## src/rtl/bcd_pkg.sv

```systemverilog
// rtl/bcd_pkg.sv - shared BCD digit types and debounce state encoding
package bcd_pkg;

   typedef logic [3:0] bcd_digit_t;

   // [0] ones, [1] tens, [2] hundreds; packs to the 12-bit display word
   typedef bcd_digit_t [2:0] bcd3_t;

   localparam bcd_digit_t BCD_MAX_DIGIT = 4'd9;

   typedef enum logic [1:0] {
      IDLE,
      ARM_H,
      HIGH,
      ARM_L
   } db_state_t;

endpackage

```

## src/rtl/btn_debounce.sv

```systemverilog
// rtl/btn_debounce.sv - 2-flop synchronizer plus debounce FSM, one press strobe per accepted rising edge
module btn_debounce #(
   parameter int DB_CYCLES = 1000000
) (
   input  logic clk,
   input  logic rst,
   input  logic btn_raw,
   output logic press
);
   import bcd_pkg::*;

   localparam int DB_W = $clog2(DB_CYCLES + 1);
   localparam logic [DB_W-1:0] CNT_LAST = DB_W'(DB_CYCLES - 1);

   logic            sync_q1;
   logic            sync_q2;
   db_state_t       state;
   logic [DB_W-1:0] cnt;

   // bring the raw button into the clk domain before anything looks at it
   always_ff @(posedge clk or negedge rst) begin
      if (!rst) begin
         sync_q1 <= 1'b0;
         sync_q2 <= 1'b0;
      end else begin
         sync_q1 <= btn_raw;
         sync_q2 <= sync_q1;
      end
   end

   // level must stay stable for DB_CYCLES cycles in an ARM state before it is accepted
   always_ff @(posedge clk or negedge rst) begin
      if (!rst) begin
         state <= IDLE;
         cnt   <= '0;
      end else begin
         case (state)
            IDLE: begin
               cnt <= '0;
               if (sync_q2) state <= ARM_H;
            end
            ARM_H: begin
               if (!sync_q2) begin
                  state <= IDLE;
                  cnt   <= '0;
               end else if (cnt == CNT_LAST) begin
                  state <= HIGH;
                  cnt   <= '0;
               end else begin
                  cnt <= cnt + 1'b1;
               end
            end
            HIGH: begin
               cnt <= '0;
               if (!sync_q2) state <= ARM_L;
            end
            ARM_L: begin
               if (sync_q2) begin
                  state <= HIGH;
                  cnt   <= '0;
               end else if (cnt == CNT_LAST) begin
                  state <= IDLE;
                  cnt   <= '0;
               end else begin
                  cnt <= cnt + 1'b1;
               end
            end
            default: begin
               state <= IDLE;
               cnt   <= '0;
            end
         endcase
      end
   end

   // strobe on the ARM_H->HIGH transition; the consumer registers it, keeping the edge-to-pulse latency at 2+DB_CYCLES+1
   assign press = (state == ARM_H) && sync_q2 && (cnt == CNT_LAST);

endmodule

```

## src/rtl/bcd_incr_ctl.sv

```systemverilog
// rtl/bcd_incr_ctl.sv - debounced increment/clear buttons driving a 000-999 BCD counter with wrap strobe
module bcd_incr_ctl #(
   parameter int DB_CYCLES = 1000000
) (
   input  logic        clk,
   input  logic        rst,
   input  logic        btn_inc,
   input  logic        btn_clr,
   output logic [11:0] bcd,
   output logic        inc_pulse,
   output logic        wrap
);
   import bcd_pkg::*;

   logic  inc_press;
   logic  clr_press;
   bcd3_t count_q;
   bcd3_t count_nx;
   logic  carry_out;

   btn_debounce #(.DB_CYCLES(DB_CYCLES)) u_db_inc (
      .clk     (clk),
      .rst     (rst),
      .btn_raw (btn_inc),
      .press   (inc_press)
   );

   btn_debounce #(.DB_CYCLES(DB_CYCLES)) u_db_clr (
      .clk     (clk),
      .rst     (rst),
      .btn_raw (btn_clr),
      .press   (clr_press)
   );

   // ripple a decimal carry from ones through hundreds; carry out of hundreds means 999->000
   always_comb begin
      logic carry;
      count_nx = count_q;
      carry    = 1'b1;
      for (int i = 0; i < 3; i++) begin
         if (carry) begin
            if (count_q[i] == BCD_MAX_DIGIT) begin
               count_nx[i] = 4'd0;
            end else begin
               count_nx[i] = count_q[i] + 1'b1;
               carry       = 1'b0;
            end
         end
      end
      carry_out = carry;
   end

   // whole-word update so no partially carried value is ever visible; clear overrides increment
   always_ff @(posedge clk or negedge rst) begin
      if (!rst) begin
         count_q   <= '0;
         inc_pulse <= 1'b0;
         wrap      <= 1'b0;
      end else if (clr_press) begin
         count_q   <= '0;
         inc_pulse <= 1'b0;
         wrap      <= 1'b0;
      end else if (inc_press) begin
         count_q   <= count_nx;
         inc_pulse <= 1'b1;
         wrap      <= carry_out;
      end else begin
         inc_pulse <= 1'b0;
         wrap      <= 1'b0;
      end
   end

   assign bcd = count_q;

endmodule

```

## config.mk

```make
export PLATFORM = sky130hd
export DESIGN_NAME = bcd_incr_ctl
export DESIGN_NICKNAME = d
export VERILOG_FILES = /design/src/rtl/bcd_pkg.sv /design/src/rtl/btn_debounce.sv /design/src/rtl/bcd_incr_ctl.sv
export SDC_FILE = /design/constraint.sdc
export NUM_CORES = 1
export LEC_CHECK = 0
export ABC_AREA = 0
export BUFFER_PORTS_ARGS = -buffer_cell sky130_fd_sc_hd__buf_2
export CAP_MARGIN = 20
export CORE_ASPECT_RATIO = 0.9
export CORE_UTILIZATION = 57
export DETAILED_ROUTE_END_ITERATION = 8
export PLACE_DENSITY_LB_ADDON = 0.15
export SYNTH_ARGS = -nofsm -noshare
export SYNTH_HDL_FRONTEND = slang
export SYNTH_HIERARCHICAL = 1
export SYNTH_SLANG_ARGS = --single-unit
```

## constraint.sdc

```tcl
create_clock -name clk -period 3.2 [get_ports clk]
set_input_delay 0.48 -clock clk [delete_from_list [all_inputs] [get_ports clk]]
set_output_delay 0.48 -clock clk [all_outputs]
set_load 0.02 [all_outputs]
```

; After elaboration in Yosys (flattened, before gate mapping)
; Cells that the tools add are included.
[word_totals]
ramBits = 0
rom_bits = 0
memories = 0
word_cells = 90
reg_bits = 62
latchBits = 0
[classes]
bitwise = 0
n_mux = 38
mul = 0
n_eq_ne = 19
shifts = 0
n_reduce_logical = 15
div = 0
n_addsub = 5
order_cmp = 0
[ops]
columns = op, n
row1 = $mux W20, 6
row2 = $pmux W20 S3, 2
row3 = $add A20 B1 Y20 const B, 2
row4 = $eq A20 B20 Y1 const B, 2
row5 = $mux W12, 2
row6 = $mux W2, 12
row7 = $mux W4, 5
row8 = $pmux W2 S4, 2
row9 = $add A4 B1 Y4 const B, 3
row10 = $eq A4 B4 Y1 const B, 3
row11 = $mux W1, 9
row12 = $eq A2 B2 Y1 const B, 4
row13 = $reduce_and A4 Y1, 2
row14 = $ne A3 B1 Y1 const B, 2
row15 = $ne A3 B3 Y1 const B, 2
row16 = $reduce_bool A2 Y1, 3
row17 = $eq A2 B1 Y1 const B, 2
row18 = $logic_and A1 B1 Y1, 4
row19 = $logic_not A2 Y1, 2
row20 = $ne A2 B1 Y1 const B, 2
row21 = $ne A2 B2 Y1 const B, 2
row22 = $reduce_and A2 Y1, 2
row23 = $reduce_or A2 Y1, 2

; Depth between registers and ports, before layout
; Gate-level depths: netlist of run 1.
[logic_depth]
depth_word = 6
mapped_depth = 9
mapped_depth_nobuf = 9

; Modules after synthesis
; Netlist of run 1, hierarchy kept.
[modules_own_cells]
columns = mod, area_per_inst_um2, n_inst, seq_area_each_um2, cells_each
row1 = btn_debounce, 1239.9, 2, 600.6, 121
row2 = bcd_incr_ctl, 757.0, 1, 350.3, 79

; Least setup slack after synthesis of run 1
; OpenSTA, ideal clock, no wires.
[synth_path]
path_kind = reg2reg
startpoint = register u_db_inc.cnt[0]
endpoint = register count_q, in the netlist bcd[11]
arrival_ps = 2506
stages_incl_launch_ff = 10
path_slack_ps = 616
required_time_ps = 3122
path_cell_list = dfrtp_1 ha_1 nand2_1 nor4_1 nand3_1 nor3b_1 and4b_4 nand2_4 or3_1 a21oi_1
[synth_between]
elab_chain_len = 4
[synth_lines]
columns = item, line
row1 = "start, declared", btn_debounce.sv:18  ; logic [DB_W-1:0] cnt;
row2 = "start signal, assigned", btn_debounce.sv:50  ; cnt <= cnt + 1'b1;
row3 = "start signal, assigned", btn_debounce.sv:65  ; cnt <= cnt + 1'b1;
row4 = $eq A20 B20 Y1, btn_debounce.sv:77  ; assign press = (state == ARM_H) && sync_q2 && (cnt == CNT_LAST);
row5 = $logic_and A1 B1 Y1, btn_debounce.sv:77
row6 = via inc_press, bcd_incr_ctl.sv:15  ; logic inc_press;
row7 = $reduce_bool A2 Y1 (no source line), --
row8 = $reduce_and A2 Y1 (no source line), --
row9 = "end signal, assigned", bcd_incr_ctl.sv:64  ; count_q <= count_nx;
row10 = "end, declared", bcd_incr_ctl.sv:17  ; bcd3_t count_q;
; The timed path passes the listed nets, and every way through them passes these cells.
; A chain may end at the register's enable or synchronous reset.

; Worst setup path after layout of run 1
; Ends and elaborated chain as after synthesis.

==> impl_metrics.yaml, run 1 <==
logic_synthesis:
  synth-edff-count: 0
  ys.flop_type: "dfrtp_1"
  synth.area.top_cells: "dfrtp_1, xor2_1, nor2_1"
  ys_ff_latch: 62
  synth.most_common_cell: "dfrtp_1"
  netlist.area_leader.share: 0.4793
  synth_seq_area_share: 0.4793
  synth_area_um2: 3237
  synthArstFlopShare: 1.000
  syn_avg_cell_area_um2: 10.08
  synth.distinct_cells: 40
  ys_warn_count: 6
  synth_common_cells: "dfrtp_1, nor2_1, a21oi_1"
  synth.largest_area_cell: "dfrtp_1"
  syn_nets: 333
  netlist_instances: 321
cells_and_area:
  final_nets: 353
  diodes: 0
  nFillCells: 438
  stdcell_count: 411
  drive_gt1_frac: 0.1483
  syn2layout_area_growth_pct: 8.349
detailed_routing:
  drtIter0Drc: 96
  via_count: 2295
  route.detailed.drc: 0
  vias_per_cell: 5.584
  ant_nets: 0
  firstDrtPassIters: 4
  wirelength_um: 5892
  wl_per_cell_um: 14.34
sta:
  hold_viol: 0
  timing.fmax_mhz: 385.6
  fin_setup_tns_ps: 0
  setup_viol_count_final: 0
  period_minus_slack_ps: 2594
  rsz0062_at_grt: "no"
  skew_ps: 10.13
  finalCritPeriodShare: 0.8105
  fin_ws_ps: 606.4
  slew_headroom: 0.5467
  slew_viol_final: 0
  worst_pin_slew_ps: 679.9
clocking:
  clock_sinks: 62
  cts_tree: "built"
  postCtsHoldBufs: 0
  cts_buffers: 9
  htree_num_levels: 3
  clkLatencyLatePin_ps: 330
  clk_pin_slew_worst_paths_ps: 70
  postCtsSetupRepairBufs: 0
  cts_resized: 0
  root_buffer: "clkbuf_8"
  cts_buffer_depth: 2
placement:
  dpl.cell_count: 397
  gp_congestion: 0.7585
  pre_cts_slack_ps: 629.6
  dp_hpwl_um: 4074
  port_buffers: 17
power_and_ir_drop:
  p_int_mw: 1.087
  clockPowerShare: 0.409
  power_frac_seq: 0.567
  ir_drop_uv: 364.8
  switching_share: 0.2246
  total_power_mw: 1.402
  p_leak_nw: 1.488
  power_density_nw_per_um2: 399.8
  share_comb_of_total_power: 0.024
  power.switching_uw: 314.8
global_route:
  grt_max_degree: 30
  grt_util_all_layers: 0.2271
  first_global_vias: 2176
  gr-total-overflow: 0
  grt_pass1_wl_um: 10110
  grt_antenna_before_repair: 0
setup_path:
  worstPathArrival_ps: 2860
  critPathKind: "reg -> reg"
  required_ps: 3460
  end_kind: "register"
  crit_fanout: 7
  setup.worst_path.start_class: "register"
floorplanning:
  boundaryPins: 18
  num_rows: 25
  die_w_um: 81.44
  die_area_um2: 5985
  die_y_um: 73.49
  core_um2: 5349
  initial_core_util: 0.6051
run_status:
  outcome: "finished, final reports clean"
min_path:
  min_path_type: "in -> async"
flow_run:
  maxCapViolations: 0
[state kept, by name, summed over array words and instances (netlist names), named ones only]
| name | count |
|---|---|
| u_db_inc/sync_q1 | 1 |
| u_db_clr/cnt | 20 |
| u_db_inc/sync_q2 | 1 |
| wrap | 1 |
| u_db_clr/sync_q1 | 1 |
| bcd | 12 |
| u_db_inc/state | 1 |
| u_db_inc/cnt | 20 |
| inc_pulse | 1 |
| u_db_clr/state | 1 |
| u_db_clr/sync_q2 | 1 |
[cell usage in the layout, fill, tap and decap left out, types with 2 or more instances in the layout]
cell type / Yosys / layout
and3b_1: 2 / 2
or4_4: 2 / 2
inv_1: 10 / 10
xor2_1: 21 / 21
nand3_4: 4 / 4
nand2_2: 4 / 4
ha_1: 8 / 8
a21oi_2: 2 / 2
clkinv_2: 0 / 2
nor3b_1: 2 / 2
nand4_1: 15 / 15
o31ai_1: 8 / 8
and2_1: 6 / 6
o21ai_0: 7 / 7
or3_1: 9 / 9
a21o_1: 2 / 2
nor2_1: 34 / 34
nor4_1: 5 / 5
and4_1: 8 / 8
nor3_1: 3 / 3
clkbuf_8: 0 / 10
and3_1: 4 / 4
nand3_1: 19 / 19
xnor2_1: 4 / 4
nand2b_1: 4 / 4
mux2_1: 2 / 2
or4_1: 8 / 8
buf_2: 4 / 17
dfrtp_1: 62 / 62
a21oi_1: 23 / 23
nand3b_1: 5 / 5
buf_4: 3 / 4
nand2_1: 18 / 18
and3_4: 2 / 2
clkinvlp_4: 0 / 2
[logic make-up after synthesis]
family	count (synthesis)	synth area share
AOI/OAI and AO/OA	43	0.07731
xor gates and xnor gates	25	0.06765
adders and majority gates	8	0.03093
buffers and inverters	22	0.03981
DFF	62	0.4793
muxes	3	0.01005
and+or+nand+nor	158	0.2949
[metal layers]
layer  routed length [um]  GRT usage  vias up
met4                   55    0.07540        0
met2                 2692     0.3472       28
met1                 2974     0.3083     1077
met3                  170    0.06708        5
met5                    0          0        -
li1                     -          -     1185
[critical path: stages, from the launching register on]
cell     delay [ps]
dfrtp_1         400
ha_1            260
nand2_1          80
nor4_1          430
nand3_1         130
nor3b_1         190
buf_4           180
and4b_4         290
nand2_4          70
or3_1           350
a21oi_1         150
[power by group through the flow]
stage                     Clock, mW  Sequential (mW)  Combinational [mW]
after floorplan                   0            0.809              0.0140
after global placement            0            0.809              0.0345
after detailed placement          0            0.810              0.0353
after CTS                     0.593            0.795              0.0352
after global routing          0.622            0.795              0.0390
final                         0.573            0.795              0.0333
[final cells by class]
type | instances | area, um^2 | share of cell area
clock buffer | 10 | 137.6 | 0.03924
clock inverter | 4 | 25.02 | 0.007135
inverter | 10 | 37.54 | 0.01070
multi-input combinational | 237 | 1556 | 0.4438
sequential | 62 | 1551 | 0.4424
tap | 67 | 83.83 | 0.02390
timing repair buffer | 21 | 115.1 | 0.03282
[final timing paths]
kind / startpoint / endpoint / slack, ps / depth (start not counted)
min reg2reg: u_db_inc/sync_q1 / u_db_inc/sync_q2 / 350 / 0
max: u_db_inc/cnt[0] / bcd[11] / 610 / 10
min in group clk: btn_clr / u_db_clr/sync_q1 / 250 / 1
min: rst / u_db_clr/cnt[12] / 50 / 1
max reg2reg: u_db_inc/cnt[0] / bcd[11] / 610 / 10
max in group asynchronous: rst / u_db_inc/cnt[9] / 2470 / 2
[through the flow]
stage	utilization	cell area, um^2	hold slack, ps
final	0.6557	3507	49.51
after global placement	0.6253	3344	332.1
after floorplan	-	3237	184.4
after global routing	0.6557	3507	62.47
after CTS	0.6557	3507	45.86
after detailed placement	0.6253	3344	337.8
Power figures use the tool's default switching activity.
==> run 2, diff against run 1 <==
ABC_AREA = 1   (was 0)
clock period = 2.5 ns   (was 3.2 ns; I/O delays follow)
==> impl_metrics.yaml, run 2 <==
run_status:
  outcome: "finished, final reports clean"
global_route:
  grt_pass1_wl_um: 11910
  first_global_vias: 2668
  grt_max_degree: 63
  grt_util_all_layers: 0.2315
  gr-total-overflow: 0
  grt_antenna_before_repair: 0
floorplanning:
  core_um2: 6115
  num_rows: 27
  die_w_um: 85.73
  die_y_um: 77.35
  die_area_um2: 6631
  boundaryPins: 18
  initial_core_util: 0.5881
cells_and_area:
  diodes: 0
  syn2layout_area_growth_pct: 10.54
  drive_gt1_frac: 0.2047
  final_nets: 471
  final_cell_mix: "nand2_1, nor2_1, dfrtp_1, inv_1, nor2_4"
  final_common_cell: "nand2_1"
sta:
  finalCritPeriodShare: 0.8658
  slew_viol_final: 0
  rsz0062_at_grt: "no"
  skew_ps: 7.016
  slew_headroom: 0.4820
  hold_viol: 0
  timing.fmax_mhz: 462.0
  setup_viol_count_final: 0
  period_minus_slack_ps: 2165
  fin_setup_tns_ps: 0
  worst_pin_slew_ps: 777.0
power_and_ir_drop:
  p_leak_nw: 1.824
  power_density_nw_per_um2: 502.3
  ir_drop_uv: 584.3
  total_power_mw: 1.997
logic_synthesis:
  synth.largest_area_cell: "dfrtp_1"
  syn_avg_cell_area_um2: 8.343
  syn_nets: 443
  synthArstFlopShare: 1.000
  synth.distinct_cells: 26
  ys_ff_latch: 62
  synth_common_cells: "nand2_1, nor2_1, dfrtp_1"
  synth_area_um2: 3596
  ys.flop_type: "dfrtp_1"
  synth.area.top_cells: "dfrtp_1, nand2_1, nor2_4"
  synth.most_common_cell: "nand2_1"
  netlist.area_leader.share: 0.4315
  synth_seq_area_share: 0.4315
  synth-edff-count: 0
  netlist_instances: 431
  ys_warn_count: 6
detailed_routing:
  firstDrtPassIters: 4
  ant_nets: 0
  via_count: 2719
  drtIter0Drc: 112
  vias_per_cell: 4.935
  wl_per_cell_um: 11.87
  wirelength_um: 6541
  route.detailed.drc: 0
placement:
  port_buffers: 17
  dp_hpwl_um: 4739
  gp_congestion: 0.8342
clocking:
  clk_pin_slew_worst_paths_ps: 70
  clock_sinks: 62
  postCtsHoldBufs: 0
  cts_buffer_depth: 2
  cts_buffers: 9
  postCtsSetupRepairBufs: 0
  root_buffer: "clkbuf_8"
  clkLatencyLatePin_ps: 340
  cts_resized: 0
  cts_tree: "built"
  htree_num_levels: 3
setup_path:
  critPathKind: "reg -> reg"
  crit_top_cell: "nand2_1"
  path_cells: "ha_1 -> nand2_1 -> nor2_4 -> nand3_2 -> inv_1 -> nand2_1 -> nor2_1 -> nand2_1 -> nor2_1 -> nand4_2 -> nand2_4 -> nand2_4 -> nand2_1 -> o21ai_1"
  rrSetupSlack_ps: 340
  required_ps: 2720
  setup.worst_path.start_class: "register"
  end_kind: "register"
  cpPeakStageDelay_ps: 430
  worstPathArrival_ps: 2380
  crit_slowest_cell: "dfrtp_2"
  crit_fanout: 7
flow_run:
  maxCapViolations: 0
min_path:
  min_path_type: "in -> reg"
-- run 2: cell types whose count changed in the layout (fill, tap and decap cells not counted), moves of 9 or more --
| cell | before | now |
|---|---|---|
| nand2_1 | 18 | 110 |
| nor2_4 | 0 | 28 |
| or3_1 | 9 | 0 |
| a21oi_1 | 23 | 8 |
| nor2_1 | 34 | 78 |
| inv_1 | 10 | 44 |
-- run 2: metal layers --
| metal | vias up | wire [um] | GRT usage |
|---|---|---|---|
| li1 | 1388 | - | - |
| met1 | 1280 | 3286 | 0.3221 |
| met2 | 45 | 2954 | 0.3496 |
| met3 | 6 | 257 | 0.06809 |
| met4 | 0 | 42 | 0.07333 |
| met5 | - | 0 | 0 |
-- run 2: logic make-up after synthesis --
group / Yosys count / share of synthesized area
fa+ha+maj: 8 / 0.02784
simple gates: 259 / 0.3824
compound gates: 23 / 0.03340
buf+inv: 56 / 0.06889
flops: 62 / 0.4315
xor+xnor: 23 / 0.05602
-- run 2: area by class of cell --
cell class / count / area (um^2)
Clock inverter: 5 / 57.56
Timing Repair Buffer: 19 / 100.1
Tap cell: 87 / 108.9
Sequential cell: 62 / 1553
Fill cell: 539 / 2140
Inverter: 54 / 207.7
Clock buffer: 11 / 151.4
Multi-Input combinational cell: 313 / 1797
-- run 2: report_power, final --
group	leakage [nW]	switching [mW]	total (mW)	internal (mW)
registers	0.849	0.00646	1.02	1.01
clock network	0.0976	0.395	0.908	0.512
logic	0.877	0.0543	0.0717	0.0174
-- run 2: path summary, 6_finish.rpt --
path,from,endpoint,cells past startpoint
worst max-delay path,u_db_inc/cnt[0],bcd[10],14
max in group asynchronous,rst,u_db_inc/cnt[0],2
min in group asynchronous,rst,u_db_inc/cnt[9],2
worst min-delay path,btn_clr,u_db_clr/sync_q1,1
worst min register to register,u_db_clr/sync_q1,u_db_clr/sync_q2,0
worst max register to register,u_db_inc/cnt[0],bcd[10],14
-- run 2: stage by stage --
step | instances | util | setup WS (ps) | instance area, um^2 | hold slack, ps
floorplan | 431 | - | 503.9 | 3596 | 79.41
global placement | 535 | 0.6157 | 380.1 | 3765 | 333.1
global route | 551 | 0.6501 | 49.94 | 3975 | 107.7
CTS | 551 | 0.6499 | 262.1 | 3974 | 117.8
detailed placement | 535 | 0.6157 | 279.0 | 3765 | 348.6
finish | 551 | 0.6501 | 335.5 | 3975 | 143.6
-- run 2: worst max-delay path: cells and delay by family (launching register included) --
| family | cells | cell delay, ps |
|---|---|---|
| flip-flops | 1 | 430 |
| AND/OR/NAND/NOR | 11 | 1290 |
| AO/OA/AOI/OAI | 1 | 70 |
| buffers and inverters | 1 | 70 |
| adder cells (fa/ha/maj) | 1 | 190 |
